`config.mk`:
```
export PLATFORM = sky130hd
export DESIGN_NAME = ifetch_ctrl
export DESIGN_NICKNAME = d
export VERILOG_FILES = /design/src/rtl/ifetch_ctrl.sv
export SDC_FILE = /design/constraint.sdc
export NUM_CORES = 1
export LEC_CHECK = 0
export ABC_AREA = 1
export ABC_CLOCK_PERIOD_IN_PS = 4000
export BUFFER_PORTS_ARGS = -buffer_cell sky130_fd_sc_hd__clkbuf_2
export CAP_MARGIN = 20
export CORE_UTILIZATION = 60
export DETAILED_ROUTE_END_ITERATION = 6
export PLACE_DENSITY_LB_ADDON = 0.08
export SLEW_MARGIN = 10
export SYNTH_ARGS = -nofsm -noshare
export SYNTH_HDL_FRONTEND = slang
export SYNTH_SLANG_ARGS = --single-unit
```
`constraint.sdc`:
```
create_clock -name CLk -period 4 [get_ports CLk]
set_input_delay 0.4 -clock CLk [delete_from_list [all_inputs] [get_ports CLk]]
set_output_delay 0.4 -clock CLk [all_outputs]
set_load 0.01 [all_outputs]
```
`src/rtl/ifetch_ctrl.sv`:
```
// Instruction-fetch controller: issues word reads to instruction memory and buffers
// returned words in a 2-entry FIFO. Defining IFETCH_PERF_CNT_EN adds fetch/stall counters.
module ifetch_ctrl #(
    parameter logic [31:0] RESET_PC = 32'h0000_0000
) (
    input  logic        CLk,
    input  logic        RSTn,
    input  logic        fetch_en,
    output logic        imem_req,
    output logic [31:0] imem_addr,
    input  logic [31:0] imem_rdata,
    input  logic        redirect_valid,
    input  logic [31:0] redirect_pc,
    output logic        inst_valid,
    input  logic        inst_ready,
    output logic [31:0] inst,
    output logic [31:0] inst_pc
`ifdef IFETCH_PERF_CNT_EN
    ,
    output logic [31:0] perf_fetch_cnt,
    output logic [31:0] perf_stall_cnt
`endif
);

    typedef enum logic [0:0] {
        ST_IDLE = 1'b0,
        ST_RUN  = 1'b1
    } state_t;

    localparam logic [31:0] RESET_PC_ALIGNED = {RESET_PC[31:2], 2'b00};

    state_t      r_state;
    state_t      w_state_next;

    logic [31:0] r_pc;
    logic [31:0] r_tag;
    logic        r_inflight;
    logic        r_squash;

    logic [31:0] r_fifo_inst [2];
    logic [31:0] r_fifo_pc   [2];
    logic        r_rd_ptr;
    logic        r_wr_ptr;
    logic [1:0]  r_count;

    logic        w_pop;
    logic        w_push;
    logic        w_issue;
    logic [2:0]  w_credit;
    logic        w_unused;

    assign w_unused = ^redirect_pc[1:0];

    // ------------------------------------------------------------------
    // FSM: state register
    // ------------------------------------------------------------------
    always_ff @(posedge CLk or negedge RSTn) begin
        // NOTE: state is updated with non-blocking assignments so every flop
        // samples the pre-edge values, independent of block ordering.
        if (!RSTn) begin
            r_state <= ST_IDLE;
        end else begin
            r_state <= w_state_next;
        end
    end

    // ------------------------------------------------------------------
    // FSM: next-state logic
    // ------------------------------------------------------------------
    always_comb begin
        // NOTE: default assignment first so no path leaves the output
        // unassigned, which would otherwise infer a latch.
        w_state_next = r_state;
        case (r_state)
            ST_IDLE: if (fetch_en)  w_state_next = ST_RUN;
            ST_RUN:  if (!fetch_en) w_state_next = ST_IDLE;
            default: w_state_next = ST_IDLE;
        endcase
    end

    // ------------------------------------------------------------------
    // FSM: outputs
    // ------------------------------------------------------------------
    // Credit counts buffered words plus the word landing this cycle, minus
    // the word leaving; a new request is safe only if a slot remains for it.
    assign w_credit = {1'b0, r_count} + {2'b00, r_inflight} - {2'b00, w_pop};

    always_comb begin
        imem_req = 1'b0;
        case (r_state)
            ST_RUN:  imem_req = !redirect_valid && (w_credit < 3'd2);
            default: imem_req = 1'b0;
        endcase
    end

    assign w_issue   = imem_req;
    assign imem_addr = {2'b00, r_pc[31:2]};

    // ------------------------------------------------------------------
    // Program counter and in-flight read tracking
    // ------------------------------------------------------------------
    always_ff @(posedge CLk or negedge RSTn) begin
        if (!RSTn) begin
            r_pc <= RESET_PC_ALIGNED;
        end else if (redirect_valid) begin
            r_pc <= {redirect_pc[31:2], 2'b00};
        end else if (w_issue) begin
            r_pc <= r_pc + 32'd4;
        end
    end

    always_ff @(posedge CLk or negedge RSTn) begin
        if (!RSTn) begin
            r_inflight <= 1'b0;
            r_tag      <= '0;
            r_squash   <= 1'b0;
        end else begin
            r_inflight <= w_issue;
            r_squash   <= redirect_valid;
            if (w_issue) begin
                r_tag <= r_pc;
            end
        end
    end

    // A returning word is dropped if a redirect is in progress now or
    // happened in the cycle before it landed.
    assign w_push = r_inflight && !r_squash && !redirect_valid;
    assign w_pop  = inst_valid && inst_ready;

    // ------------------------------------------------------------------
    // 2-entry instruction buffer
    // ------------------------------------------------------------------
    always_ff @(posedge CLk or negedge RSTn) begin
        // NOTE: the buffer storage is reset explicitly because inst/inst_pc
        // must read as zero during reset.
        if (!RSTn) begin
            for (int i = 0; i < 2; i++) begin
                r_fifo_inst[i] <= '0;
                r_fifo_pc[i]   <= '0;
            end
        end else if (w_push) begin
            r_fifo_inst[r_wr_ptr] <= imem_rdata;
            r_fifo_pc[r_wr_ptr]   <= r_tag;
        end
    end

    always_ff @(posedge CLk or negedge RSTn) begin
        if (!RSTn) begin
            r_rd_ptr <= 1'b0;
            r_wr_ptr <= 1'b0;
            r_count  <= 2'd0;
        end else if (redirect_valid) begin
            r_rd_ptr <= 1'b0;
            r_wr_ptr <= 1'b0;
            r_count  <= 2'd0;
        end else begin
            if (w_push) begin
                r_wr_ptr <= ~r_wr_ptr;
            end
            if (w_pop) begin
                r_rd_ptr <= ~r_rd_ptr;
            end
            r_count <= r_count + {1'b0, w_push} - {1'b0, w_pop};
        end
    end

    assign inst_valid = (r_count != 2'd0);
    assign inst       = r_fifo_inst[r_rd_ptr];
    assign inst_pc    = r_fifo_pc[r_rd_ptr];

`ifdef IFETCH_PERF_CNT_EN
    // ------------------------------------------------------------------
    // Performance counters (free-running, wrap at 2^32)
    // ------------------------------------------------------------------
    logic [31:0] r_perf_fetch_cnt;
    logic [31:0] r_perf_stall_cnt;

    always_ff @(posedge CLk or negedge RSTn) begin
        if (!RSTn) begin
            r_perf_fetch_cnt <= '0;
            r_perf_stall_cnt <= '0;
        end else begin
            if (w_push) begin
                r_perf_fetch_cnt <= r_perf_fetch_cnt + 32'd1;
            end
            if (inst_valid && !inst_ready) begin
                r_perf_stall_cnt <= r_perf_stall_cnt + 32'd1;
            end
        end
    end

    assign perf_fetch_cnt = r_perf_fetch_cnt;
    assign perf_stall_cnt = r_perf_stall_cnt;
`endif

endmodule

```
Word level (Yosys, flattened, before mapping)
Cells that the tools add are included.
{"block": "op_classes", "add_sub_neg": 5, "magnitude_cmp": 4, "mux": 19, "bitwise_logic": 4, "reduce_logical": 11}
{"op": "2-to-1 mux 32 bit", "count": 9}
{"op": "bitwise mux 64 bit", "count": 2}
{"op": "adder 32 x 3 -> 32 bit, second input constant", "count": 1}
{"op": "demux 32 bit (select 1 bit)", "count": 1}
{"op": "nonzero test 2 bit", "count": 4}
{"op": "2-to-1 mux 1 bit", "count": 6}
{"op": "logical AND 1 bit", "count": 5}
{"op": ">= comparator 2 bit, second input constant", "count": 2}
{"op": "inverter 1 -> 2 bit", "count": 2}
{"op": "adder 2 x 1 -> 3 bit", "count": 1}
{"op": "less-than comparator 3 x 2 -> 1 bit, second input constant", "count": 1}
{"op": "subtractor 3 x 1 -> 3 bit", "count": 1}
{"op": "adder 2 x 1 -> 2 bit", "count": 1}
{"op": "zero test 1 bit", "count": 2}
{"op": "less-than comparator 2 x 1 -> 1 bit, second input constant", "count": 1}
{"op": "2-to-1 mux 2 bit", "count": 1}
{"op": "inverter 1 bit", "count": 2}
{"op": "subtractor 2 x 1 -> 2 bit", "count": 1}
{"block": "word_totals", "regBits": 199, "input_bits": 69, "output_inout_bits": 98, "wordCells": 55}

Longest topological paths before layout
Gate-level depths: netlist (run 1).
{"block": "depth", "depth_word": 8, "depth_mapped": 17, "depth_no_buf": 15}

Worst setup path before layout (run 1)
OpenSTA, ideal clock, no wires.
{"block": "synth_timing", "path_kind": "flip-flop to output port", "from": "register r_count[1]", "to": "output imem_req", "t_arrival_ps": 2333, "required_time_ps": 3600, "path_slack_ps": 1267, "stages_incl_launch_ff": 13, "n_path_buf": 1, "path_cell_list": "dfrtp_1 -> inv_2 -> nand2_1 -> nand2_1 -> inv_1 -> ha_1 -> or2_2 -> fa_1 -> nand2_1 -> nor2_4 -> nand2_2 -> inv_2 -> buf_2"}
{"block": "synth_between", "elab_chain_len": 6, "word_cells_on_any_way": 7, "cone_classes": "2 x add/sub; 1 x order compare; 1 x mux; 3 x reduce/logical"}
{"item": "start, declared", "line_no": "44", "text": "logic [1:0] r_count;"}
{"item": "start signal, assigned", "line_no": "164", "text": "r_count <= r_count + {1'b0, w_push} - {1'b0, w_pop};"}
{"item": "nonzero test 2 bit", "line_no": "168", "text": "assign inst_valid = (r_count != 2'd0);"}
{"item": "net inst_valid", "line_no": "14", "text": "output logic inst_valid,"}
{"item": "logical AND 1 bit", "line_no": "129", "text": "assign w_pop = inst_valid && inst_ready;"}
{"item": "subtractor 3 x 1 -> 3 bit", "line_no": "86", "text": "assign w_credit = {1'b0, r_count} + {2'b00, r_inflight} - {2'b00, w_pop};"}
{"item": "less-than comparator 3 x 2 -> 1 bit", "line_no": "91", "text": "ST_RUN: imem_req = !redirect_valid && (w_credit < 3'd2);"}
{"item": "logical AND 1 bit", "line_no": "91"}
{"item": "2-to-1 mux 1 bit", "line_no": "90", "text": "case (r_state)"}
{"item": "end, declared", "line_no": "9", "text": "output logic imem_req,"}
The timed path passes the listed nets, and every way through them passes these cells.

Worst setup path after layout (run 1)
{"block": "layout_timing", "from": "register r_count[1]", "to": "output imem_req"}
{"block": "layout_between", "elab_chain_len": 6, "word_cells_on_any_way": 7, "cone_classes": "2 x add/sub; 1 x order compare; 1 x mux; 3 x reduce/logical"}
{"item": "branches (longest 2 deep; another with adder 2 x 1 -> 3 bit)"}
{"item": "subtractor 3 x 1 -> 3 bit (*)", "line_no": "86"}
{"item": "less-than comparator 3 x 2 -> 1 bit (*)", "line_no": "91"}
{"item": "logical AND 1 bit (*)", "line_no": "91"}
{"item": "2-to-1 mux 1 bit (*)", "line_no": "90"}
Every way passes the cells marked *.

==> reports/results.ini, run 1 <==
[floorplanning]
initial_core_util_pct = 62.52
pin_count = 167
die_x_um = 126.0
fp-row-count = 44
die_h_um = 126.0
die_area_mm2 = 0.01587
coreArea_mm2 = 0.01475

[power]
power.density_mw_per_mm2 = 730.4
p_leak_nw = 5.796
ir_worst_vdd_mv = 0.3882
power.total_w = 0.007722

[grt]
grt_use_total_pct = 27.32
globalRoute.totalOverflow = 0
first_global_vias = 7225
grt_pass1_wl_um = 34580
grt_max_degree = 96
antenna_found_initial = 0

[sta]
timing.slew.headroom_pct = 41.98
grt_setup_unrepaired = no
min_period_ns = 3.446
min_period_over_period_pct = 86.15
hold_violations = 0
finalMaxSlewViolations = 0
fin_tns_setup_ns = 0
fin_skew_ns = 0.005988
setup_viol = 0
worst_slew_pin_slew_ns = 0.8703
whs_ns = 0.04334
fmax_mhz = 290.2

[logic_synthesis]
synth_xor_area_share_pct = 0.1899
avgSynthCellArea_um2 = 7.667
synth_compound_area_share_pct = 9.916
ys_ff_latch = 191
synth_fa_ha_area_share_pct = 0.7596
syn_area_mm2 = 0.009224
seq_area_frac_synth_pct = 51.82
yosys_warnings = 0
synth_top_family_by_area = simple AND/OR/NAND/NOR gates
synthCells = 1203
synthSimpleGateAreaFrac_pct = 27.29
synthMuxAreaShare_pct = 0
synth_cell_types = 30

[worst_hold_path]
holdCritPathClass = primary input to async pin

[critical_path]
cp_top_family = simple AND/OR/NAND/NOR gates
r2r-end = r_pc[21]
path_cells = inv_2 -> nand2_1 -> nand2_1 -> inv_1 -> ha_1 -> or2_2 -> fa_1 -> nand2_1 -> nor2_4 -> nand2_2 -> inv_2 -> clkbuf_2
path_class = register to output pin
cp_max_fo = 20
endpoint_kind = output pin
max_stage_delay_ns = 0.49
reg2reg_from = r_count[1]
cp_slowest_cell = fa_1
critical_path_buf_inv_count = 4
cp-start-kind = register
regToRegSetupSlack_ns = 0.76
crit_arrival_ns = 3.05
required_ns = 3.60
cpMostUsedCell = nand2_1
ff2ff_path_depth = 14

[routing]
wl_per_cell_um = 13.30
drtIter0Drc = 561
vias = 7807
remaining_drc_errors = 0
drt.antenna.violating_nets = 0
viasPerCell = 5.093
drt_pass1_iterations = 5
routed_wl_um = 20380

[clock_network]
cts_hold_buf = 0
clk_pin_slew_worst_paths_ns = 0.07
root_buffer = clkbuf_16
cts_buffer_depth = 2
cts_sinks = 191
post_cts_buffers = 0
htree_levels = 4
cts_tree = built
clkLatencyLatePin_ns = 0.43
post_cts_resized = 0
cts_buffers = 17

[layout]
layout_common_cells = nand2_1 (484), dfrtp_1 (190), clkbuf_2 (159), inv_1 (135), o21ai_0 (86)
nets = 1410
finish.utilization_pct = 71.66
antenna_cells = 0
layout-drive-gt1-share_pct = 16.83
syn_to_final_growth_pct = 14.62
mostFrequentLayoutCell = nand2_1

[place]
place_congestion = 0.9187
io_buffers = 160
dp.final_hpwl_um = 13520

[run]
cap_violations = 0

[status]
status = completed

-- Yosys cell counts --
| master | instances | area [um^2] |
|---|---|---|
| nand2_1 | 484 | 1817 |
| dfrtp_1 | 191 | 4780 |
| inv_1 | 135 | 506.7 |
| o21ai_0 | 86 | 430.4 |
| nand3_1 | 66 | 330.3 |
| o21ai_1 | 65 | 325.3 |
| nor2_1 | 61 | 229.0 |
| clkbuf_1 | 26 | 97.59 |
| buf_6 | 18 | 202.7 |
| a21oi_1 | 14 | 70.07 |
| buf_2 | 9 | 45.04 |
| nor2_2 | 8 | 50.05 |
| buf_4 | 6 | 45.04 |
| o211ai_1 | 6 | 45.04 |
| o21ai_2 | 5 | 43.79 |
| ha_1 | 4 | 50.05 |
| inv_2 | 4 | 15.01 |
| nor2_4 | 2 | 22.52 |
| or2_2 | 2 | 12.51 |
| and2_1 | 1 | 6.260 |
| buf_1 | 1 | 3.750 |
| clkinv_2 | 1 | 5.000 |
| conb_1 | 1 | 3.750 |
| fa_1 | 1 | 20.02 |
| nand2_2 | 1 | 6.260 |
| nand3_4 | 1 | 17.52 |
| nand3b_4 | 1 | 20.02 |
| or2_1 | 1 | 6.260 |
| xnor2_1 | 1 | 8.760 |
| xor2_1 | 1 | 8.760 |
-- per-layer routing --
layer | GRT usage (%) | part of all wire [%] | up-vias
li1 | - | - | 3973
met1 | 37.85 | 47 | 3576
met2 | 44.91 | 48 | 235
met3 | 3.611 | 4.6 | 23
met4 | 8.788 | 1.3 | 0
met5 | 0 | 0 | -
-- logic make-up after synthesis --
| logic type | after synthesis |
|---|---|
| fa+ha+maj | 5 |
| simple gates | 628 |
| other cells | 1 |
| buf+inv | 200 |
| xor+xnor | 2 |
| compound gates | 176 |
| flops | 191 |
-- flip-flops by register name, indices dropped and copies added, names as in the netlist --
name         cells
r_state          1
r_count          2
r_pc            30
r_inflight       1
r_tag           30
r_rd_ptr         1
r_fifo_pc       60
r_squash         1
r_wr_ptr         1
r_fifo_inst     64
-- stage by stage --
step / std cells / area, um^2 / setup slack [ns]
floorplan: 1206 / 9235 / 1.267
global placement: 1501 / 10000 / 0.9038
detailed placement: 1501 / 10000 / 0.8386
CTS: 1533 / 10570 / 0.5216
global route: 1533 / 10570 / 0.3583
finish: 1533 / 10570 / 0.5541
-- where the power goes --
group	leakage (nW)	total [W]	switching, W	internal (W)
logic	3.08	0.00285	0.00181	0.00104
clock network	0.270	0.00165	0.000724	0.000922
registers	2.44	0.00323	0.000528	0.00270
total	5.80	0.00772	0.00306	0.00466
-- layout make-up --
class	instances	area, um^2
timing repair buffer	171	927.1
inverter	140	526.8
sequential	191	4781
clock buffer	19	432.9
multi-input combinational	815	3535
fill	1246	4182
clock inverter	13	140.1
tap	184	230.2
-- worst max-delay path by stage --
| stage | start | to | slack (ns) | cells past startpoint |
|---|---|---|---|---|
| floorplan | r_count[1] | imem_req | 1.27 | 12 |
| global placement | r_count[1] | r_pc[21] | 0.90 | 14 |
| detailed placement | r_count[1] | r_pc[21] | 0.84 | 14 |
| CTS | r_count[1] | imem_req | 0.52 | 12 |
| global route | r_count[1] | imem_req | 0.36 | 12 |
| finish | r_count[1] | imem_req | 0.55 | 12 |
(Power assumes the default switching activity.)
==> run 2: changes to the inputs <==
==> constraint.sdc (replaced) <==
create_clock -name CLk -period 4 [get_ports CLk]
set_input_delay 0.2 -clock CLk [delete_from_list [all_inputs] [get_ports CLk]]
set_output_delay 0.2 -clock CLk [all_outputs]
set_load 0.01 [all_outputs]
==> reports/results.ini, run 2 (same netlist as run 1, synthesis figures left out) <==
[grt]
first_global_vias = 7241
grt_max_degree = 93
grt_use_total_pct = 27.62
antenna_found_initial = 0
grt_pass1_wl_um = 34930
globalRoute.totalOverflow = 0

[power]
comb_power_share_pct = 36.5
intPower_w = 0.004823
swShare_pct = 38.83
pwr-share-clk_pct = 22.6
p_switching_w = 0.003062
sequentialPowerShare_pct = 40.9
power.density_mw_per_mm2 = 735.1
p_leak_nw = 5.870
ir_worst_vdd_mv = 0.4036

[sta]
worst_slew_pin_slew_ns = 0.8463
hold_violations = 0
finalMaxSlewViolations = 0
fin_tns_setup_ns = 0
min_period_ns = 3.237
setup_slack_ns = 0.7626
setup_viol = 0
fmax_mhz = 308.9
timing.slew.headroom_pct = 43.58
grt_setup_unrepaired = no
fin_skew_ns = 0.007319
min_period_over_period_pct = 80.94

[routing]
viasPerCell = 5.147
routed_wl_um = 20640
drt_pass1_iterations = 4
drt.antenna.violating_nets = 0
vias = 7937
remaining_drc_errors = 0
wl_per_cell_um = 13.38
drtIter0Drc = 653

[clock_network]
clkLatencyLatePin_ns = 0.43
cts_sinks = 191
cts_tree = built
htree_levels = 4
root_buffer = clkbuf_16
post_cts_resized = 0
cts_buffer_depth = 2
clk_pin_slew_worst_paths_ns = 0.06
cts_buffers = 17

[floorplanning]
die_h_um = 126.0
die_x_um = 126.0
coreArea_mm2 = 0.01475
initial_core_util_pct = 62.52
fp-row-count = 44
die_area_mm2 = 0.01587
pin_count = 167

[critical_path]
max_stage_delay_ns = 0.48
cp-start-kind = register
required_ns = 3.80
path_class = register to output pin
path_cells = inv_2 -> nand2_1 -> nand2_1 -> inv_1 -> ha_1 -> or2_2 -> fa_1 -> nand2_1 -> nor2_4 -> nand2_2 -> inv_2 -> clkbuf_2
cp_top_family = simple AND/OR/NAND/NOR gates
endpoint_kind = output pin
cpMostUsedCell = nand2_1
critical_path_buf_inv_count = 4
cp_max_fo = 20
crit_arrival_ns = 3.04
cp_slowest_cell = fa_1

[place]
dpl_cell_area_mm2 = 0.009985
dp.final_hpwl_um = 13420
place_worst_setup_slack_ns = 1.114
place_congestion = 0.9266
io_buffers = 160

[layout]
top_register = r_fifo_inst
final_area_mm2 = 0.01073
layout_common_cells = nand2_1 (484), dfrtp_1 (190), clkbuf_2 (159), inv_1 (135), o21ai_0 (86)
fill_cells = 1246
largestRegisters = r_fifo_inst: 64 flops, r_fifo_pc: 60 flops
syn_to_final_growth_pct = 16.28
largest_reg_flops = 64
antenna_cells = 0
regArea_mm2 = 0.004781
mostFrequentLayoutCell = nand2_1
multiInputGateArea_mm2 = 0.003535
layout-drive-gt1-share_pct = 16.49
nets = 1420

[worst_hold_path]
holdCritPathClass = primary input to register

[status]
status = completed

[run]
cap_violations = 0

run 2: changes by cell type in the layout (fill, tap and decap cells not counted):
cell,change
dlygate4sd3_1,+12
clkinvlp_4,-3
buf_4,-2
bufinv_16,+2
clkbuf_8,+2
clkinv_4,-1
inv_6,-1
run 2: layout make-up:
type | count | area share (%)
timing repair buffer | 181 | 9.624
clock buffer | 21 | 4.293
clock inverter | 10 | 1.493
sequential | 191 | 44.58
multi-input combinational | 815 | 32.96
inverter | 140 | 4.911
tap | 184 | 2.147
run 2: worst reg2reg max path, cell delays in order (launching register included):
cell and delay [ns]:
dfrtp_1 0.44, inv_2 0.08, nand2_1 0.07, nand2_1 0.09, inv_1 0.06, ha_1 0.26
or2_2 0.30, fa_1 0.48, nand2_1 0.10, nor2_4 0.12, nand2_2 0.10, nand2_1 0.43
inv_1 0.15, nand2_1 0.10, nand3_1 0.07
run 2: power groups by stage:
stage	clock network (W)	registers [W]	logic, W
finish	0.00178	0.00323	0.00288
global route	0.00189	0.00333	0.00328
CTS	0.00180	0.00321	0.00291
detailed placement	0	0.00324	0.00286
global placement	0	0.00321	0.00278
floorplan	0	0.00318	0.00190
run 2: final timing paths:
path | endpoint | slack [ns] | start | cells past startpoint
max | imem_req | 0.76 | r_count[1] | 12
min | r_fifo_inst[8] | 0.02 | imem_rdata[8] | 3
max reg2reg | r_pc[6] | 1.03 | r_count[1] | 14
min reg2reg | r_fifo_pc[15] | 0.48 | r_fifo_pc[15] | 2
max in group asynchronous | r_rd_ptr | 2.67 | RSTn | 3
min in group asynchronous | r_fifo_inst[8] | 0.40 | RSTn | 2
run 2: per-layer routing:
layer  routed length [um]  GRT usage [%]
met1                 9476          38.37
met4                  289          8.150
met2                 9870          45.50
met5                    0              0
met3                 1000          3.908
run 2: metrics by stage:
stage	utilization (%)	hold slack [ns]	total power [W]	std cells
floorplan	-	-0.09559	0.005080	1206
global placement	67.67	0.3100	0.005993	1499
detailed placement	67.67	0.3135	0.006097	1499
CTS	72.69	0.0009180	0.007928	1542
global route	72.69	0.01531	0.008505	1542
finish	72.69	0.01629	0.007884	1542
run 2: what timing repair did:
action,in CTS,in global routing
buffers inserted,0,0
hold endpoints to repair,101,0
hold buffers,12,0
